<file path="src/rtl/power_frame_ctrl.sv">
// Spectrum power frame sequencer: aligns FFT bins through an external squarer into the spectrum buffer,
// tracks the per-frame peak bin, flags length errors and supports single-shot or continuous capture.
module power_frame_ctrl #(
   parameter int NFFT_LOG2 = 10,
   parameter int SQ_LAT    = 2,
   parameter bit SKIP_DC   = 1'b1
) (
   input  logic                 clk,
   input  logic                 rst,
   input  logic                 start,
   input  logic                 cfg_continuous,
   input  logic                 fft_valid,
   input  logic                 fft_last,
   input  logic [31:0]          fft_real,
   input  logic [31:0]          fft_imag,
   output logic [31:0]          sq_real,
   output logic [31:0]          sq_imag,
   input  logic [63:0]          sq_data,
   input  logic                 buf_busy,
   output logic                 buf_wr_en,
   output logic [NFFT_LOG2-1:0] buf_wr_addr,
   output logic [63:0]          buf_wr_data,
   output logic                 busy,
   output logic                 frame_done,
   output logic [NFFT_LOG2-1:0] peak_bin,
   output logic [63:0]          peak_pow,
   output logic [15:0]          frame_cnt,
   output logic                 err_len
);

   typedef enum logic [2:0] {S_IDLE, S_ARM, S_CAP, S_FLUSH, S_DONE} state_t;

   localparam logic [NFFT_LOG2-1:0] FIRST_BIN = SKIP_DC ? NFFT_LOG2'(1) : '0;

   state_t               state, state_n;
   logic                 in_sync, bnd, cont;
   logic [NFFT_LOG2-1:0] bin_cnt;
   logic [SQ_LAT:0]      vld_p;
   logic [NFFT_LOG2-1:0] bin_p [SQ_LAT+1];
   logic [63:0]          run_pow;
   logic [NFFT_LOG2-1:0] run_bin;
   logic                 frame_go, beat, beat_top, beat_end, beat_err, wr_en;
   logic [NFFT_LOG2-1:0] beat_bin;

   // bnd marks that the previous valid beat closed a frame, so the next valid beat is bin 0
   assign frame_go = (state == S_ARM) && fft_valid && in_sync && bnd && !buf_busy;
   assign beat     = frame_go || ((state == S_CAP) && fft_valid);
   assign beat_bin = frame_go ? '0 : bin_cnt;
   assign beat_top = (beat_bin == '1);
   assign beat_end = beat && (fft_last || beat_top);
   assign beat_err = beat && (fft_last != beat_top);
   assign wr_en    = vld_p[SQ_LAT];

   always_comb begin
      state_n     = state;
      busy        = (state != S_IDLE);
      frame_done  = 1'b0;
      buf_wr_en   = wr_en;
      buf_wr_addr = '0;
      buf_wr_data = '0;
      if (wr_en) begin
         buf_wr_addr = bin_p[SQ_LAT];
         buf_wr_data = sq_data;
      end
      case (state)
         S_IDLE:  if (start) state_n = S_ARM;
         S_ARM:   if (frame_go) state_n = beat_end ? S_FLUSH : S_CAP;
         S_CAP:   if (beat_end) state_n = S_FLUSH;
         // the entry in the last slot is written this cycle, so only the earlier slots must drain
         S_FLUSH: if (vld_p[SQ_LAT-1:0] == '0) state_n = S_DONE;
         S_DONE: begin
            frame_done = 1'b1;
            state_n    = cont ? S_ARM : S_IDLE;
         end
         default: state_n = S_IDLE;
      endcase
   end

   always_ff @(posedge clk) begin
      if (rst) begin
         state     <= S_IDLE;
         in_sync   <= 1'b0;
         bnd       <= 1'b0;
         cont      <= 1'b0;
         err_len   <= 1'b0;
         bin_cnt   <= '0;
         vld_p     <= '0;
         sq_real   <= '0;
         sq_imag   <= '0;
         run_pow   <= '0;
         run_bin   <= '0;
         peak_bin  <= '0;
         peak_pow  <= '0;
         frame_cnt <= '0;
      end else begin
         state <= state_n;
         if (fft_valid) begin
            bnd <= fft_last;
            if (fft_last) in_sync <= 1'b1;
         end
         if ((state == S_IDLE) && start) begin
            cont    <= cfg_continuous;
            err_len <= 1'b0;
         end else if (beat_err) begin
            err_len <= 1'b1;
         end
         // stage 0: operands into the squarer, valid enters the alignment pipe
         vld_p <= {vld_p[SQ_LAT-1:0], beat};
         if (beat) begin
            bin_cnt <= beat_bin + 1'b1;
            sq_real <= fft_real;
            sq_imag <= fft_imag;
         end
         // stage SQ_LAT: result aligned with its bin, peak search on the written value
         if (wr_en) begin
            if (bin_p[SQ_LAT] == '0) begin
               run_pow <= SKIP_DC ? '0 : sq_data;
               run_bin <= FIRST_BIN;
            end else if (sq_data > run_pow) begin
               run_pow <= sq_data;
               run_bin <= bin_p[SQ_LAT];
            end
         end
         if (state == S_DONE) begin
            peak_bin  <= run_bin;
            peak_pow  <= run_pow;
            frame_cnt <= frame_cnt + 1'b1;
         end
      end
   end

   always_ff @(posedge clk) begin
      bin_p[0] <= beat_bin;
      for (int i = 1; i <= SQ_LAT; i++) bin_p[i] <= bin_p[i-1];
   end

endmodule

</file>
<file path="config.mk">
export PLATFORM = sky130hd
export DESIGN_NAME = power_frame_ctrl
export DESIGN_NICKNAME = d
export VERILOG_FILES = /design/src/rtl/power_frame_ctrl.sv
export SDC_FILE = /design/constraint.sdc
export NUM_CORES = 1
export LEC_CHECK = 0
export CORE_AREA = 8 8 144 180
export CTS_CLUSTER_SIZE = 24
export DETAILED_ROUTE_END_ITERATION = 12
export DIE_AREA = 0 0 152 188
export PLACE_DENSITY = 0.85
export SYNTH_ARGS = -nofsm -noshare
export SYNTH_HDL_FRONTEND = slang
export SYNTH_SLANG_ARGS = --single-unit
export TNS_END_PERCENT = 10
</file>
<file path="constraint.sdc">
create_clock -name clk -period 5.2 [get_ports clk]
set_input_delay 0.78 -clock clk [delete_from_list [all_inputs] [get_ports clk]]
set_output_delay 0.78 -clock clk [all_outputs]
set_load 0.02 [all_outputs]
</file>
==> summary.md <==
| Metric | Value |
|---|---|
| Number of antenna-violating nets in the routed design | 0 |
| H-Tree Depth | 1 |
| Cts hold-fix bufs | 0 |
| Nets | 1,848 |
| Ordered list of cells on the worst path | buf_4 -> and2_1 -> clkdlybuf4s50_1 |
| Slew HR | 31.1% |
| WP data arrival | 2.80 ns |
| PwrDens | 274 nW/um2 |
| DRC viols | 0 |
| Core Util, Final | ~69% |
| Setup CP Type | reg -> out |
| Final setup fails | 0 |
| Syn_area_per_cell | between 8 and 9 um2 |
| Gr busiest metal | met2 |
| Met2 global-route usage | 41.5% |
| CP startpoint kind | register |
| Cell area after synthesis | 11,400 um2 |
| CORE AREA | approximately 23,000 um2 |
| Row count | 63 |
| Post-Syn Instances | roughly 1,300 |
| Final WS setup | 1.62 ns |
| Vias | around 10,000 |
| Worst Tran Pin Value | a little over 1 ns |
| Count of different cell masters after synthesis | 52 |
| Max stage delay on crit path | a little under 0.9 ns |
| Fraction of layout cells with a size suffix above 1 | around 4.4% |
| Setup TNS | 0 ns |
| RSZ-0062 raised after global routing | no |
| Initial antenna violation count | 1 |
| Die Y | approximately 190 um |
| Worst Skew | about 0.022 ns |
| Worst skew pair latency | 0.55 ns |
| Layout area overhead | 42.0% |
| EDFF count, synth | 0 |
| Fin. Hold Viols | 0 |
| Ports | approximately 370 |
| Reg-to-reg endpoint | run_pow[29] |
| Commonest non-fill, non-tap cell in the layout | clkdlybuf4s50_1 |
| Max-cap violations | 0 |
| Die X | 152 um |
| Worst hold path depth | 0 |
| Multi-input gate area | 5220 um2 |
| Crit path to | buf_wr_data[1] |
| Clock Pin Slew Worst Setup and Hold Paths | about 0.06 ns |
| Max Clk Rate | between 0.2 and 0.3 GHz |
| Filler cells | approximately 1,800 |
| Largest net degree at the start of global routing | approximately 100 |
| Ys flop type | dfxtp_1 |
| Sequential-to-total area share from yosys stat | roughly 50% |
| Grt met3 use | under 10% |
| Minimum clock period | 3.58 ns |
| GRT overflow | 0 |
| Post-place setup slack | 1.04 ns |
| Post-Syn Nets | roughly 1,500 |
| Num Clock Sinks | 278 |
| Slowest CP cell | dfxtp_2 |
| # port buffers | 366 |
| Syn. warnings | 0 |
| WP data required | between 4 and 5 ns |
| Status | complete, no violations |
| DP HPWL | ~26,000 um |
| Global routing usage on met1 | between 20% and 30% |
| Worst-case clock buffer depth | 3 |
| Gpl congestion | ~0.91 |
| Critical Path Start | vld_p[2] |
| Synth Register Bits | about 280 |
| Pleak | between 5 and 6 nW |
| Post-CTS setup buffers | 0 |
| CP max FO | 54 |
| Vias/cell | around 5.3 |
| Async set or reset register ratio after synthesis | 0% |
| Critical Path End Type | output pin |
| Final wirelength | approximately 36,000 um |
| Hold path startpoint | bin_p[0][12] |
| CTS tree | yes |
| Commonest cells after routing, fill and taps aside | clkdlybuf4s50_1, nand2_1, dfxtp_1 |
| Die area | around 29,000 um2 |
| DRT iter0 DRCs | 482 |
| Worst r2r path cells | 10 |
| TritonRoute pass-1 iters | 5 |
| Overall routing resource usage | approximately a quarter |
| First-pass GRT wire length | roughly 56,000 um |
| Final count of pins violating max slew | 0 |
| Reg-to-reg setup timing slack | 1.93 ns |
| Drt wl/cell | ~18 um |
| Inserted Clock Buffers | 27 |
| Fin crit share | around 69% |
| Starting density of the core | 48.9% |
| CTS resizes | 0 |
| Reg-to-reg startpoint | run_pow[19] |
| Clock root buffer | clkbuf_16 |
| FF/Latch Area | 5570 um2 |
| Peak VDD IR | roughly 0.00027 V |
| Vias in the first global route | 10,500 |
| Hold Path Class | reg -> reg |
-- registers in the layout (all words and copies together) (netlist names), 10 cells and up --
register	flops
peak_bin	10
sq_real	32
bin_cnt	10
frame_cnt	16
sq_imag	32
run_bin	10
peak_pow	64
run_pow	64
bin_p	30
-- how the worst min path moves through the flow --
stage | slack, ns | end
after detailed placement | 0.31 | bin_p[0][12]
after CTS | 0.32 | bin_p[0][22]
final | 0.32 | bin_p[0][22]
after global placement | 0.31 | bin_p[0][14]
after global routing | 0.33 | bin_p[0][16]
after floorplan | 0.31 | bin_p[0][10]
-- critical path, delay by kind of cell, from the launching register on --
| family | cells | cell delay [ns] |
|---|---|---|
| buf+inv | 2 | 1.05 |
| simple gates | 1 | 0.27 |
| flops | 1 | 0.89 |
-- power by group --
group / internal [mW] / switching, mW / leakage [nW] / total, mW
Clock: 1.22 / 0.821 / 0.474 / 2.04
Combinational: 0.133 / 0.109 / 3.08 / 0.242
Sequential: 2.13 / 0.00326 / 2.24 / 2.14
-- kinds of logic (layout without fill, tap and decap cells) --
group | count (synthesis) | count (layout) | synth area share, %
adders and majority gates | 67 | 67 | 7.38
buffers and inverters | 150 | 498 | 5.26
DFF | 278 | 278 | 49.0
other | 0 | 1 | 0
and+or+nand+nor | 515 | 515 | 21.0
AOI/OAI and AO/OA | 280 | 280 | 15.3
xor gates and xnor gates | 20 | 20 | 1.54
muxes | 6 | 6 | 0.529
-- synth_stat cells, types with 10 or more instances --
cell,instances,area [um2]
and2_1,85,532
nand4_1,17,106
o21ai_0,17,85.1
inv_1,73,274
buf_2,10,50.1
nand3_1,13,65.1
clkbuf_1,54,203
xor2_1,13,114
nand2_1,324,1220
ha_1,67,838
a22o_1,69,604
a21oi_1,172,861
dfxtp_1,278,5570
nor2_1,31,116
-- metrics by stage --
step	instances	total power [mW]	cell area, um2	hold slack, ns
2_1_floorplan	1316	2.28	11400	0.310
3_3_place_gp	1909	2.42	15200	0.312
3_5_place_dp	1909	2.42	15200	0.312
4_1_cts	1956	4.46	16100	0.323
5_1_grt	1957	4.57	16100	0.331
6_report	1957	4.42	16100	0.322
-- per-layer routing --
layer | routed length (um) | up-vias
li1 | - | 5068
met1 | 13700 | 4854
met2 | 17400 | 450
met3 | 3430 | 83
met4 | 1450 | 0
met5 | 0 | -
-- layout make-up --
| type | instances | share of cell area, % |
|---|---|---|
| inverter | 75 | 1.74 |
| timing repair buffer | 376 | 23.3 |
| clock buffer | 40 | 5.23 |
| multi-input combinational | 888 | 32.3 |
| clock inverter | 7 | 0.644 |
| sequential | 278 | 34.5 |
| tap | 292 | 2.26 |
| antenna | 1 | 0.0155 |
(Power assumes the default switching activity.)
